**src/rtl/uart_rx_fifo.sv**
```systemverilog
`default_nettype none
// ============================================================================
//  Module   : uart_rx_fifo
//  Purpose  : UART receive front end. Synchronises the serial pad, decodes
//             8N1 frames with 16x oversampling and queues received bytes in
//             a small show-ahead FIFO drained through a valid/ready handshake.
//  Ports    : clk        - single clock, rising edge
//             reset      - asynchronous, active-high reset
//             uart_rx    - asynchronous serial line, idle high
//             rx_data    - FIFO head byte (meaningful while rx_valid)
//             rx_valid   - FIFO non-empty
//             rx_ready   - consumer accepts head byte on rx_valid & rx_ready
//             frame_err  - one-cycle pulse, stop bit sampled low
//             overrun    - one-cycle pulse, good byte dropped on full FIFO
//             fifo_count - current FIFO occupancy
//  Revision : 1.0 - initial release
// ============================================================================
module uart_rx_fifo #(
    parameter int DIV        = 54,
    parameter int FIFO_DEPTH = 4
) (
    input  logic                          clk,
    input  logic                          reset,
    input  logic                          uart_rx,
    output logic [7:0]                    rx_data,
    output logic                          rx_valid,
    input  logic                          rx_ready,
    output logic                          frame_err,
    output logic                          overrun,
    output logic [$clog2(FIFO_DEPTH):0]   fifo_count
);

    localparam int          c_addr_w  = $clog2(FIFO_DEPTH);
    localparam int          c_cnt_w   = c_addr_w + 1;
    localparam logic [15:0] c_div_last = 16'(DIV - 1);
    localparam logic [c_cnt_w-1:0] c_depth = c_cnt_w'(FIFO_DEPTH);

    typedef enum logic [2:0] {
        ST_IDLE      = 3'd0,
        ST_START     = 3'd1,
        ST_DATA      = 3'd2,
        ST_STOP      = 3'd3,
        ST_WAIT_IDLE = 3'd4
    } state_t;

    // ------------------------------------------------------------------
    // Receiver state
    // ------------------------------------------------------------------
    logic        s1_q, s2_q;
    state_t      state_q, state_d;
    logic [15:0] div_cnt_q, div_cnt_d;
    logic [3:0]  smp_q, smp_d;
    logic [2:0]  bit_cnt_q, bit_cnt_d;
    logic [7:0]  shift_q, shift_d;
    logic        frame_err_q, overrun_q;

    logic        w_tick;
    logic        w_bit_end;
    logic        w_push;
    logic        w_ferr;

    // ------------------------------------------------------------------
    // FIFO state
    // ------------------------------------------------------------------
    logic [7:0]          mem_q [FIFO_DEPTH];
    logic [c_addr_w-1:0] rd_ptr_q, wr_ptr_q;
    logic [c_cnt_w-1:0]  count_q;

    logic w_rx_valid;
    logic w_pop;
    logic w_full;
    logic w_wr_en;
    logic w_ovr;

    assign w_tick = (div_cnt_q == c_div_last);

    // ------------------------------------------------------------------
    // Frame decoder: next-state and datapath
    // ------------------------------------------------------------------
    always_comb begin
        state_d   = state_q;
        shift_d   = shift_q;
        bit_cnt_d = bit_cnt_q;
        w_bit_end = 1'b0;
        w_push    = 1'b0;
        w_ferr    = 1'b0;

        case (state_q)
            ST_IDLE: begin
                if (!s2_q) state_d = ST_START;
            end
            ST_START: begin
                bit_cnt_d = 3'd0;
                // Mid start bit: a line that has already returned high was a glitch.
                if (w_tick && smp_q == 4'd7) state_d = s2_q ? ST_IDLE : ST_DATA;
            end
            ST_DATA: begin
                if (w_tick && smp_q == 4'd15) begin
                    w_bit_end = 1'b1;
                    shift_d   = {s2_q, shift_q[7:1]};
                    bit_cnt_d = bit_cnt_q + 3'd1;
                    if (bit_cnt_q == 3'd7) state_d = ST_STOP;
                end
            end
            ST_STOP: begin
                if (w_tick && smp_q == 4'd15) begin
                    if (s2_q) begin
                        w_push  = 1'b1;
                        state_d = ST_IDLE;
                    end else begin
                        w_ferr  = 1'b1;
                        state_d = ST_WAIT_IDLE;
                    end
                end
            end
            ST_WAIT_IDLE: begin
                // Hold off until the line is released so a break is one error.
                if (s2_q) state_d = ST_IDLE;
            end
            default: state_d = ST_IDLE;
        endcase

        if (state_d != state_q || w_bit_end) smp_d = 4'd0;
        else if (w_tick)                     smp_d = smp_q + 4'd1;
        else                                 smp_d = smp_q;

        if (state_d != state_q || state_q == ST_IDLE ||
            state_q == ST_WAIT_IDLE || w_tick)
            div_cnt_d = 16'd0;
        else
            div_cnt_d = div_cnt_q + 16'd1;
    end

    always_ff @(posedge clk or posedge reset) begin
        if (reset) begin
            s1_q        <= 1'b1;
            s2_q        <= 1'b1;
            state_q     <= ST_IDLE;
            div_cnt_q   <= 16'd0;
            smp_q       <= 4'd0;
            bit_cnt_q   <= 3'd0;
            shift_q     <= 8'h00;
            frame_err_q <= 1'b0;
            overrun_q   <= 1'b0;
        end else begin
            s1_q        <= uart_rx;
            s2_q        <= s1_q;
            state_q     <= state_d;
            div_cnt_q   <= div_cnt_d;
            smp_q       <= smp_d;
            bit_cnt_q   <= bit_cnt_d;
            shift_q     <= shift_d;
            frame_err_q <= w_ferr;
            overrun_q   <= w_ovr;
        end
    end

    // ------------------------------------------------------------------
    // Show-ahead FIFO
    // ------------------------------------------------------------------
    assign w_rx_valid = (count_q != '0);
    assign w_pop      = w_rx_valid & rx_ready;
    assign w_full     = (count_q == c_depth);
    // When full, a simultaneous pop frees the head slot, which is exactly
    // the slot the write pointer addresses, so the push can still land.
    assign w_wr_en    = w_push & (~w_full | w_pop);
    assign w_ovr      = w_push & w_full & ~w_pop;

    always_ff @(posedge clk or posedge reset) begin
        if (reset) begin
            for (int i = 0; i < FIFO_DEPTH; i++) mem_q[i] <= 8'h00;
            rd_ptr_q <= '0;
            wr_ptr_q <= '0;
            count_q  <= '0;
        end else begin
            if (w_wr_en) begin
                mem_q[wr_ptr_q] <= shift_q;
                wr_ptr_q        <= wr_ptr_q + c_addr_w'(1);
            end
            if (w_pop) rd_ptr_q <= rd_ptr_q + c_addr_w'(1);
            case ({w_wr_en, w_pop})
                2'b10:   count_q <= count_q + c_cnt_w'(1);
                2'b01:   count_q <= count_q - c_cnt_w'(1);
                default: count_q <= count_q;
            endcase
        end
    end

    assign rx_data    = mem_q[rd_ptr_q];
    assign rx_valid   = w_rx_valid;
    assign fifo_count = count_q;
    assign frame_err  = frame_err_q;
    assign overrun    = overrun_q;

endmodule
`default_nettype wire

```
**config.mk**
```make
export PLATFORM = sky130hd
export DESIGN_NAME = uart_rx_fifo
export DESIGN_NICKNAME = d
export VERILOG_FILES = /design/src/rtl/uart_rx_fifo.sv
export SDC_FILE = /design/constraint.sdc
export NUM_CORES = 1
export LEC_CHECK = 0
export BUFFER_PORTS_ARGS = -buffer_cell sky130_fd_sc_hd__buf_2
export CAP_MARGIN = 20
export CORE_MARGIN = 2
export CORE_UTILIZATION = 55
export DETAILED_ROUTE_END_ITERATION = 7
export PLACE_DENSITY_LB_ADDON = 0.05
export SYNTH_ARGS = -nofsm -noshare
export SYNTH_HDL_FRONTEND = slang
export SYNTH_SLANG_ARGS = --single-unit
```
**constraint.sdc**
```tcl
create_clock -name clk -period 2.4 [get_ports clk]
set_clock_uncertainty 0.2 [all_clocks]
set_input_delay 0.48 -clock clk [delete_from_list [all_inputs] [get_ports clk]]
set_output_delay 0.48 -clock clk [all_outputs]
set_load 0.005 [all_outputs]
```
---- Yosys cells after proc, flatten, opt, wreduce, memory -nomap -nowiden ----
Cells that the tools add are included.
storage, ports and cells
  flip-flop bits (word level) ............. 77
  input bits .............................. 4
  output and inout port bits .............. 14
  logic and storage cells ................. 91
operators by class
  $add $sub $neg .......................... 7
  $lt $le $gt $ge ......................... 3
  eq/ne operators ......................... 13
  muxes and demuxes ....................... 29
  bitwise gates (word level) .............. 9
  reduce and logical (&&, ||, !) cells .... 14
operators by type and width
  kind                     count
  $bwmux W32               1
  $mux W3                  8
  $mux W8                  3
  $add A16 B1 Y16 const B  1
  $bmux W8 S2              1
  $demux W8 S2             1
  $eq A16 B6 Y1 const B    1
  $mux W16                 1
  $pmux W3 S5              1
  $pmux W3 S2              2
  $eq A3 B3 Y1 const B     3
  $mux W1                  8
  $mux W4                  2
  $add A3 B1 Y3 const B    2
  $eq A3 B2 Y1 const B     2
  $ge A3 B3 Y1 const B     2
  $not A2 Y3               2
  $reduce_bool A2 Y1       3
  $add A2 B1 Y2 const B    2
  $add A4 B1 Y4 const B    1
  $and A1 B1 Y1            4
  $eq A4 B3 Y1 const B     1
  $eq A4 B4 Y1 const B     1
  $logic_or A1 B1 Y1       4
  14 further kinds         18

---- Logic depth before layout (Yosys ltp) ----
Gate-level depths: netlist (run 1).
  depth in word-level cells ............... 9
  mapped depth ............................ 11
  mapped depth without buffers ............ 11

---- Least setup slack after synthesis (run 1) ----
Ideal clock, no wire load.
  path kind ............................... input-to-reg
  start ................................... input rx_ready
  end ..................................... register count_q[2] (netlist: fifo_count[2])
  library setup time ...................... 0.079 ns
  arrival ................................. 2.173 ns
  data required time ...................... 2.121 ns
  slack ................................... -0.052 ns
  stages .................................. 9
  buffers on the path ..................... 0
  cells stage by stage .................... nor4b_1 -> nor4_4 -> nand4_1 -> ha_1 -> inv_1 -> fa_1 -> xor2_1 -> nor2_1 -> xor2_1
on the way
  cells in the longest elaborated chain, start to end .. 5
  elaborated cells on any way between the ends .. 7
  those cells by class .................... eq/ne (2); mux (1); bitwise (3); reduce/logical (1)
RTL lines
  what                                                      RTL line  text
  from (decl)                                               27        input logic rx_ready,
  $and A1 B1 Y1 *                                           162       assign w_pop = w_rx_valid & rx_ready;
  $or A1 B1 Y1                                              166       assign w_wr_en = w_push & (~w_full | w_pop);
  $and A1 B1 Y1                                             166
  $eq A2 B1 Y1 / $eq A2 B2 Y1 (equally long branches)       181       case ({w_wr_en, w_pop})
  $pmux W3 S2 / $reduce_bool A2 Y1 (equally long branches)  --
  to (signal assigned)                                      182       2'b10: count_q <= count_q + c_cnt_w'(1);
  to (signal assigned)                                      183       2'b01: count_q <= count_q - c_cnt_w'(1);
  to (signal assigned)                                      184       default: count_q <= count_q;
  to (decl)                                                 67        logic [c_cnt_w-1:0] count_q;
Mark *: on every way between the ends. The rest lies on a longest branch, timed or not.
A chain may end at the register's enable or synchronous reset.

---- Final worst setup path (run 1) ----
  start ................................... register div_cnt_q[9]
  end ..................................... register count_q[2] (netlist: fifo_count[2])
on the way
  cells in the longest elaborated chain, start to end .. 7
  elaborated cells on any way between the ends .. 9
  those cells by class .................... eq/ne (3); mux (3); bitwise (1); reduce/logical (2)
RTL lines
  what                                                      RTL line  text
  from (decl)                                               51        logic [15:0] div_cnt_q, div_cnt_d;
  from (signal assigned)                                    149       div_cnt_q <= div_cnt_d;
  $eq A16 B6 Y1 *                                           75        assign w_tick = (div_cnt_q == c_div_last);
  $logic_and A1 B1 Y1 *                                     106       if (w_tick && smp_q == 4'd15) begin
  $mux W1 *                                                 106
  $mux W1 *                                                 88        case (state_q)
  $and A1 B1 Y1 *                                           166
  $eq A2 B1 Y1 / $eq A2 B2 Y1 (equally long branches)       181
  $pmux W3 S2 / $reduce_bool A2 Y1 (equally long branches)  --
Marked as above.

==> run_results.csv, run 1 <==
group,metric,value,unit
setup_path,end_kind,"register",
setup_path,cp_common_cell,"xor2_1",
final_layout,layout.nets,344,
routing,firstDrtPassIters,4,
synth,synth_area_leaders,"dfrtp_1, mux2_2, mux4_2, xor2_1, ha_1",
sta,period_share,0.952,
clocking,cts_made_buffers,9,
power_and_ir_drop,vdd_drop_max,0.000328,V
synth,async_reset_ff_frac,1.00,
global_routing,top_usage_layer,"met2",
final_layout,num_antenna_cells,0,
setup_path,crit_fanout,4,
clocking,clock_latency,0.34,ns
floorplanning,core_area,0.00672,mm2
synth,ys_seq_elements,77,
setup_path,crit_chain,"nor4bb_2 -> and3_4 -> nand4_1 -> ha_2 -> inv_2 -> fa_2 -> xor2_1 -> nor2_1 -> xor2_1",
synth,synth_top_area_frac,0.494,
setup_path,arrival,2.31,ns
setup_path,crit_type,"register to register",
power_and_ir_drop,power_density,667,mW/mm2
final_layout,syn_to_final_growth,14.9,%
floorplanning,die_height,87.1,um
global_routing,grt_pass1_vias,2363,
synth,synth_compound_area_frac,0.0362,
setup_path,max_stage_delay,0.43,ns
setup_path,worst_path_max_delay_cell,"dfrtp_1",
synth,syn_area,0.00380,mm2
synth,post-synth-top-area-cell,"dfrtp_1",
setup_path,cp.required,2.43,ns
global_routing,grt_overflow_total,0,
synth,yosys_warnings,0,
placement,placed_area,0.00407,mm2
synth,synth-edff-count,0,
sta,final_max_slew_viol_count,0,
job,maxCapViolCount,0,
floorplanning,die_w,87.1,um
power_and_ir_drop,p_total,2910,uW
synth,synth_top_family_by_area,"multiplexers",
synth,ys_seq_area_frac,0.508,
setup_path,startpoint_type,"register",
synth,synthFlopType,"dfrtp_1",
synth,synthAdderAreaFrac,0.0382,
sta,final.min_clock_period,2.28,ns
setup_path,path_delay_family,"simple AND/OR/NAND/NOR gates",
global_routing,gr-usage-all-layers,0.189,
global_routing,grt_max_degree,78,
placement,dpl.hpwl,4420,um
global_routing,grt_pass1_wl,11200,um
global_routing,grtUsageMet3,0.0284,
clocking,clockRootBuffer,"clkbuf_8",
sta,slew_headroom,0.678,
final_layout,drive_gt1_frac,0.381,
synth,syn_area_per_cell,12.9,um2
routing,drt_iter0_markers,75,
setup_path,cp.buffers_inverters,1,
floorplanning,num_io_pins,18,
routing,drt.antenna.violating_nets,0,
global_routing,grt_antenna_before_repair,0,
final_layout,layout_common_cells,"dfrtp_1, mux2_2, nor2_1, buf_4, buf_2",
synth,synthCells,294,
global_routing,grtUsageMet1,0.247,
floorplanning,start_util,0.565,
clocking,cts_tree,"yes",
synth,syn_nets,309,
routing,wl_per_cell,15.9,um
final_layout,fin_util,0.650,
outcome,outcome,"finished clean",
clocking,postCtsHoldBufs,0,
clocking,cts_sinks,77,
global_routing,use_met2,0.321,
power_and_ir_drop,p_leak,0.00210,uW
synth,ys_types,50,
sta,setup-violations-final,0,
hold_path,hold_path.class,"input pin to register",
synth,synthMuxAreaShare,0.188,
routing,vias,2374,
sta,fmax,438,MHz
routing,route.detailed.drc,0,
sta,timing.final.hold_violations,0,
routing,routed_wl,6580,um
final_layout,final_common_cell,"dfrtp_1",
synth,synth_xor_area_frac,0.0461,
floorplanning,die_area,0.00758,mm2
routing,vias_per_cell,5.75,
floorplanning,row_count,30,
placement,port_buffers,17,
clocking,clkTransAtPathRegs,0.08,ns
clocking,cts.htree.levels,3,
sta,setup_tns,0,ns
sta,tightest_slew,0.478,ns
sta,timing.hold.ws,0.0312,ns
synth,synth_simple_gate_area_frac,0.150,
placement,place_congestion,0.743,
clocking,clock_path_buffers,2,
final_layout,fin_area,0.00436,mm2
-- routing by layer --
metal,vias up,share of wire
met1,1213,0.46
met5,-,0
li1,1131,-
met3,10,0.018
met4,0,0.015
met2,20,0.50
-- synthesized netlist by cell type (5+ instances only) --
library cell and n:
nand2_1 10, inv_1 9, nand3_1 11, a21oi_1 6, clkbuf_1 9, mux2_4 8, and3_1 5, dfrtp_1 75
nor2_1 20, o21ai_0 5, xor2_1 16, nand4_1 9, ha_1 10, mux4_2 8, mux2_2 34
-- worst paths after layout --
kind                       cells after the start  slack (ns)          from             to
setup / recovery                               9        0.12  div_cnt_q[9]  fifo_count[2]
hold / removal                                 1        0.03       uart_rx           s1_q
setup reg to reg                               9        0.12  div_cnt_q[9]  fifo_count[2]
hold reg to reg                                0        0.16          s1_q           s2_q
max in group asynchronous                      3        1.64         reset      mem_q[10]
min in group asynchronous                      3        0.04         reset  fifo_count[0]
-- kinds of logic after synthesis --
group	Yosys count
buffers and inverters	25
AO/OA/AOI/OAI	21
multiplexers	53
AND/OR/NAND/NOR	87
adder cells (fa/ha/maj)	11
XOR/XNOR	20
flip-flops	77
-- power breakdown --
group          leakage (uW)  switching, uW  total [uW]  internal [uW]
sequential          0.00104           70.4        1420           1350
combinational      0.000940            162         339            177
clock              0.000116            471        1160            687
-- worst reg2reg max path, cell delays in order (launching register included) --
cell and delay (ns):
dfrtp_1 0.43, nor4bb_2 0.37, and3_4 0.26, nand4_1 0.11, ha_2 0.22, inv_2 0.05, fa_2 0.18, xor2_1 0.13
nor2_1 0.07, xor2_1 0.15
-- registers in the layout (all words and copies together) (netlist names), 2 cells and up --
signal	flops
div_cnt_q	16
bit_cnt_q	3
wr_ptr_q	2
state_q	3
rd_ptr_q	2
smp_q	4
mem_q	32
fifo_count	3
shift_q	8
-- repair_timing --
item	4_1_cts	5_1_grt
endpoints found under the setup margin	0	2
resized for setup	0	8
setup buffers	0	3
-- stage by stage --
| step | setup WS, ns | instances |
|---|---|---|
| floorplan | 0.0574 | 294 |
| global placement | 0.0213 | 395 |
| detailed placement | -0.00695 | 395 |
| CTS | 0.0372 | 410 |
| global route | -0.0459 | 413 |
| finish | 0.115 | 413 |
-- cell type report --
cell class	count	area, um2
sequential	77	1930
clock inverter	6	111
inverter	10	41.3
multi-input combinational	192	1780
tap	80	100
timing repair buffer	39	275
fill	525	2350
clock buffer	9	124
Power figures use the tool's default switching activity.
==> inputs of run 2 (changes only) <==
--- a/config.mk
+++ b/config.mk
@@ -10,7 +10,7 @@
 export CORE_MARGIN = 2
 export CORE_UTILIZATION = 55
 export DETAILED_ROUTE_END_ITERATION = 7
-export PLACE_DENSITY_LB_ADDON = 0.05
+export PLACE_DENSITY = 0.75
 export SYNTH_ARGS = -nofsm -noshare
 export SYNTH_HDL_FRONTEND = slang
 export SYNTH_SLANG_ARGS = --single-unit
==> run_results.csv, run 2 (synthesis gave the netlist of run 1 again) <==
group,metric,value,unit
routing,drt_iter0_markers,120,
setup_path,crit_fanout,3,
setup_path,end_kind,"register",
routing,vias_per_cell,5.74,
sta,final_max_slew_viol_count,0,
clocking,clock_latency,0.35,ns
sta,timing.hold.ws,0.167,ns
sta,fmax,423,MHz
setup_path,crit_chain,"nor4_4 -> and3_4 -> nand4_1 -> ha_2 -> inv_1 -> fa_2 -> xor2_1 -> nor2_1 -> xor2_1",
final_layout,syn_to_final_growth,16.6,%
routing,vias,2432,
power_and_ir_drop,vdd_drop_max,0.000407,V
floorplanning,start_util,0.565,
final_layout,layout.cells.non_filler,424,
sta,final.min_clock_period,2.36,ns
placement,port_buffers,17,
routing,wl_per_cell,16.5,um
floorplanning,core_area,0.00672,mm2
placement,dpl.hpwl,4590,um
clocking,cts.htree.levels,3,
clocking,clock_path_buffers,2,
sta,setup-violations-final,0,
routing,routed_wl,6990,um
global_routing,grt_overflow_total,0,
power_and_ir_drop,p_leak,0.00214,uW
final_layout,largest-register,"mem_q",
floorplanning,die_area,0.00758,mm2
outcome,outcome,"finished clean",
global_routing,grt_antenna_before_repair,0,
sta,timing.final.hold_violations,0,
clocking,cts_made_buffers,9,
final_layout,layout.nets,354,
sta,period_share,0.985,
global_routing,grt_max_degree,57,
global_routing,grt_pass1_wl,11000,um
hold_path,hold_path.class,"register to register",
placement,dp_cells,396,
setup_path,startpoint_type,"register",
setup_path,timing.rr.start,"div_cnt_q[15]",
floorplanning,num_io_pins,18,
clocking,clkTransAtPathRegs,0.09,ns
final_layout,layout_common_cells,"dfrtp_1, mux2_2, buf_4",
hold_path,hold_path.startpoint,"s1_q",
setup_path,cp.required,2.43,ns
global_routing,grt_pass1_vias,2296,
setup_path,max_stage_delay,0.43,ns
sta,slew_headroom,0.656,
clocking,clockRootBuffer,"clkbuf_8",
setup_path,worst_path_max_delay_cell,"dfrtp_1",
routing,firstDrtPassIters,4,
setup_path,worstSetupStartpoint,"div_cnt_q[15]",
final_layout,reg.largest.list,"mem_q: 32 flops, div_cnt_q: 16 flops, shift_q: 8 flops",
sta,setup_tns,0,ns
final_layout,num_antenna_cells,0,
setup_path,arrival,2.40,ns
setup_path,path_delay_family,"simple AND/OR/NAND/NOR gates",
job,maxCapViolCount,0,
final_layout,nFillCells,483,
floorplanning,row_count,30,
setup_path,crit_type,"register to register",
setup_path,cp.buffers_inverters,1,
floorplanning,die_w,87.1,um
final_layout,final_common_cell,"dfrtp_1",
routing,route.detailed.drc,0,
power_and_ir_drop,power_density,629,mW/mm2
global_routing,gr-usage-all-layers,0.191,
clocking,cts_sinks,77,
placement,place_congestion,0.790,
routing,drt.antenna.violating_nets,0,
clocking,cts_tree,"yes",
final_layout,largest_register_ff_count,32,
final_layout,drive_gt1_frac,0.401,
floorplanning,die_height,87.1,um
sta,tightest_slew,0.515,ns
setup_path,cp_common_cell,"xor2_1",
run 2: changes by cell type in the layout (fill, tap and decap cells not counted), sizes merged:
cell	change
dlygate4sd3	+2
bufinv	-2
inv	+1
clkinv	+3
clkinvlp	-1
buf	+8
run 2: layer usage:
metal / vias up / global-route usage / wire, um
met3: 10 / 0.0427 / 169
li1: 1152 / - / -
met5: - / 0 / 0
met4: 0 / 0.0629 / 125
met1: 1234 / 0.252 / 3140
met2: 36 / 0.316 / 3550
run 2: worst paths after layout:
| kind | endpoint | cells after the start | slack, ns |
|---|---|---|---|
| worst max-delay path | fifo_count[2] | 9 | 0.04 |
| worst min-delay path | s2_q | 0 | 0.17 |
| worst max register to register | fifo_count[2] | 9 | 0.04 |
| worst min register to register | s2_q | 0 | 0.17 |
| max in group asynchronous | div_cnt_q[9] | 4 | 0.85 |
| min in group asynchronous | rd_ptr_q[1] | 3 | 0.50 |
run 2: timing repair:
action / in CTS / in global routing
setup endpoints to repair: 0 / 7
resized for setup: 0 / 12
hold endpoints to repair: 19 / 1
hold buffers: 1 / 1
setup buffers: 0 / 10
run 2: worst register-to-register path: stages (launching register included):
cell and delay (ns):
dfrtp_1 0.43, nor4_4 0.36, and3_4 0.25, nand4_1 0.12, ha_2 0.23, inv_1 0.08
fa_2 0.20, xor2_1 0.14, nor2_1 0.07, xor2_1 0.16
run 2: area by class of cell:
class	count	area, um2	share of cell area
inverter	10	41.3	0.00933
clock inverter	7	82.6	0.0187
multi-input combinational	192	1800	0.408
timing repair buffer	49	343	0.0774
sequential	77	1930	0.436
tap	80	100	0.0226
clock buffer	9	124	0.0280
run 2: power breakdown:
| part | total, uW | internal (uW) | switching [uW] | leakage, uW |
|---|---|---|---|---|
| clock | 1000 | 494 | 509 | 0.000104 |
| combinational | 369 | 192 | 177 | 0.000996 |
| sequential | 1410 | 1350 | 67.4 | 0.00104 |
run 2: metrics by stage:
| stage | setup WS [ns] | util | cell area, um2 | power, uW |
|---|---|---|---|---|
| 2_1_floorplan | 0.0574 | - | 3810 | 1660 |
| 3_3_place_gp | 0.0452 | 0.605 | 4070 | 1760 |
| 3_5_place_dp | -0.0222 | 0.605 | 4070 | 1770 |
| 4_1_cts | 0.0114 | 0.637 | 4280 | 2770 |
| 5_1_grt | -0.0462 | 0.659 | 4430 | 2920 |
| 6_report | 0.0356 | 0.659 | 4430 | 2780 |
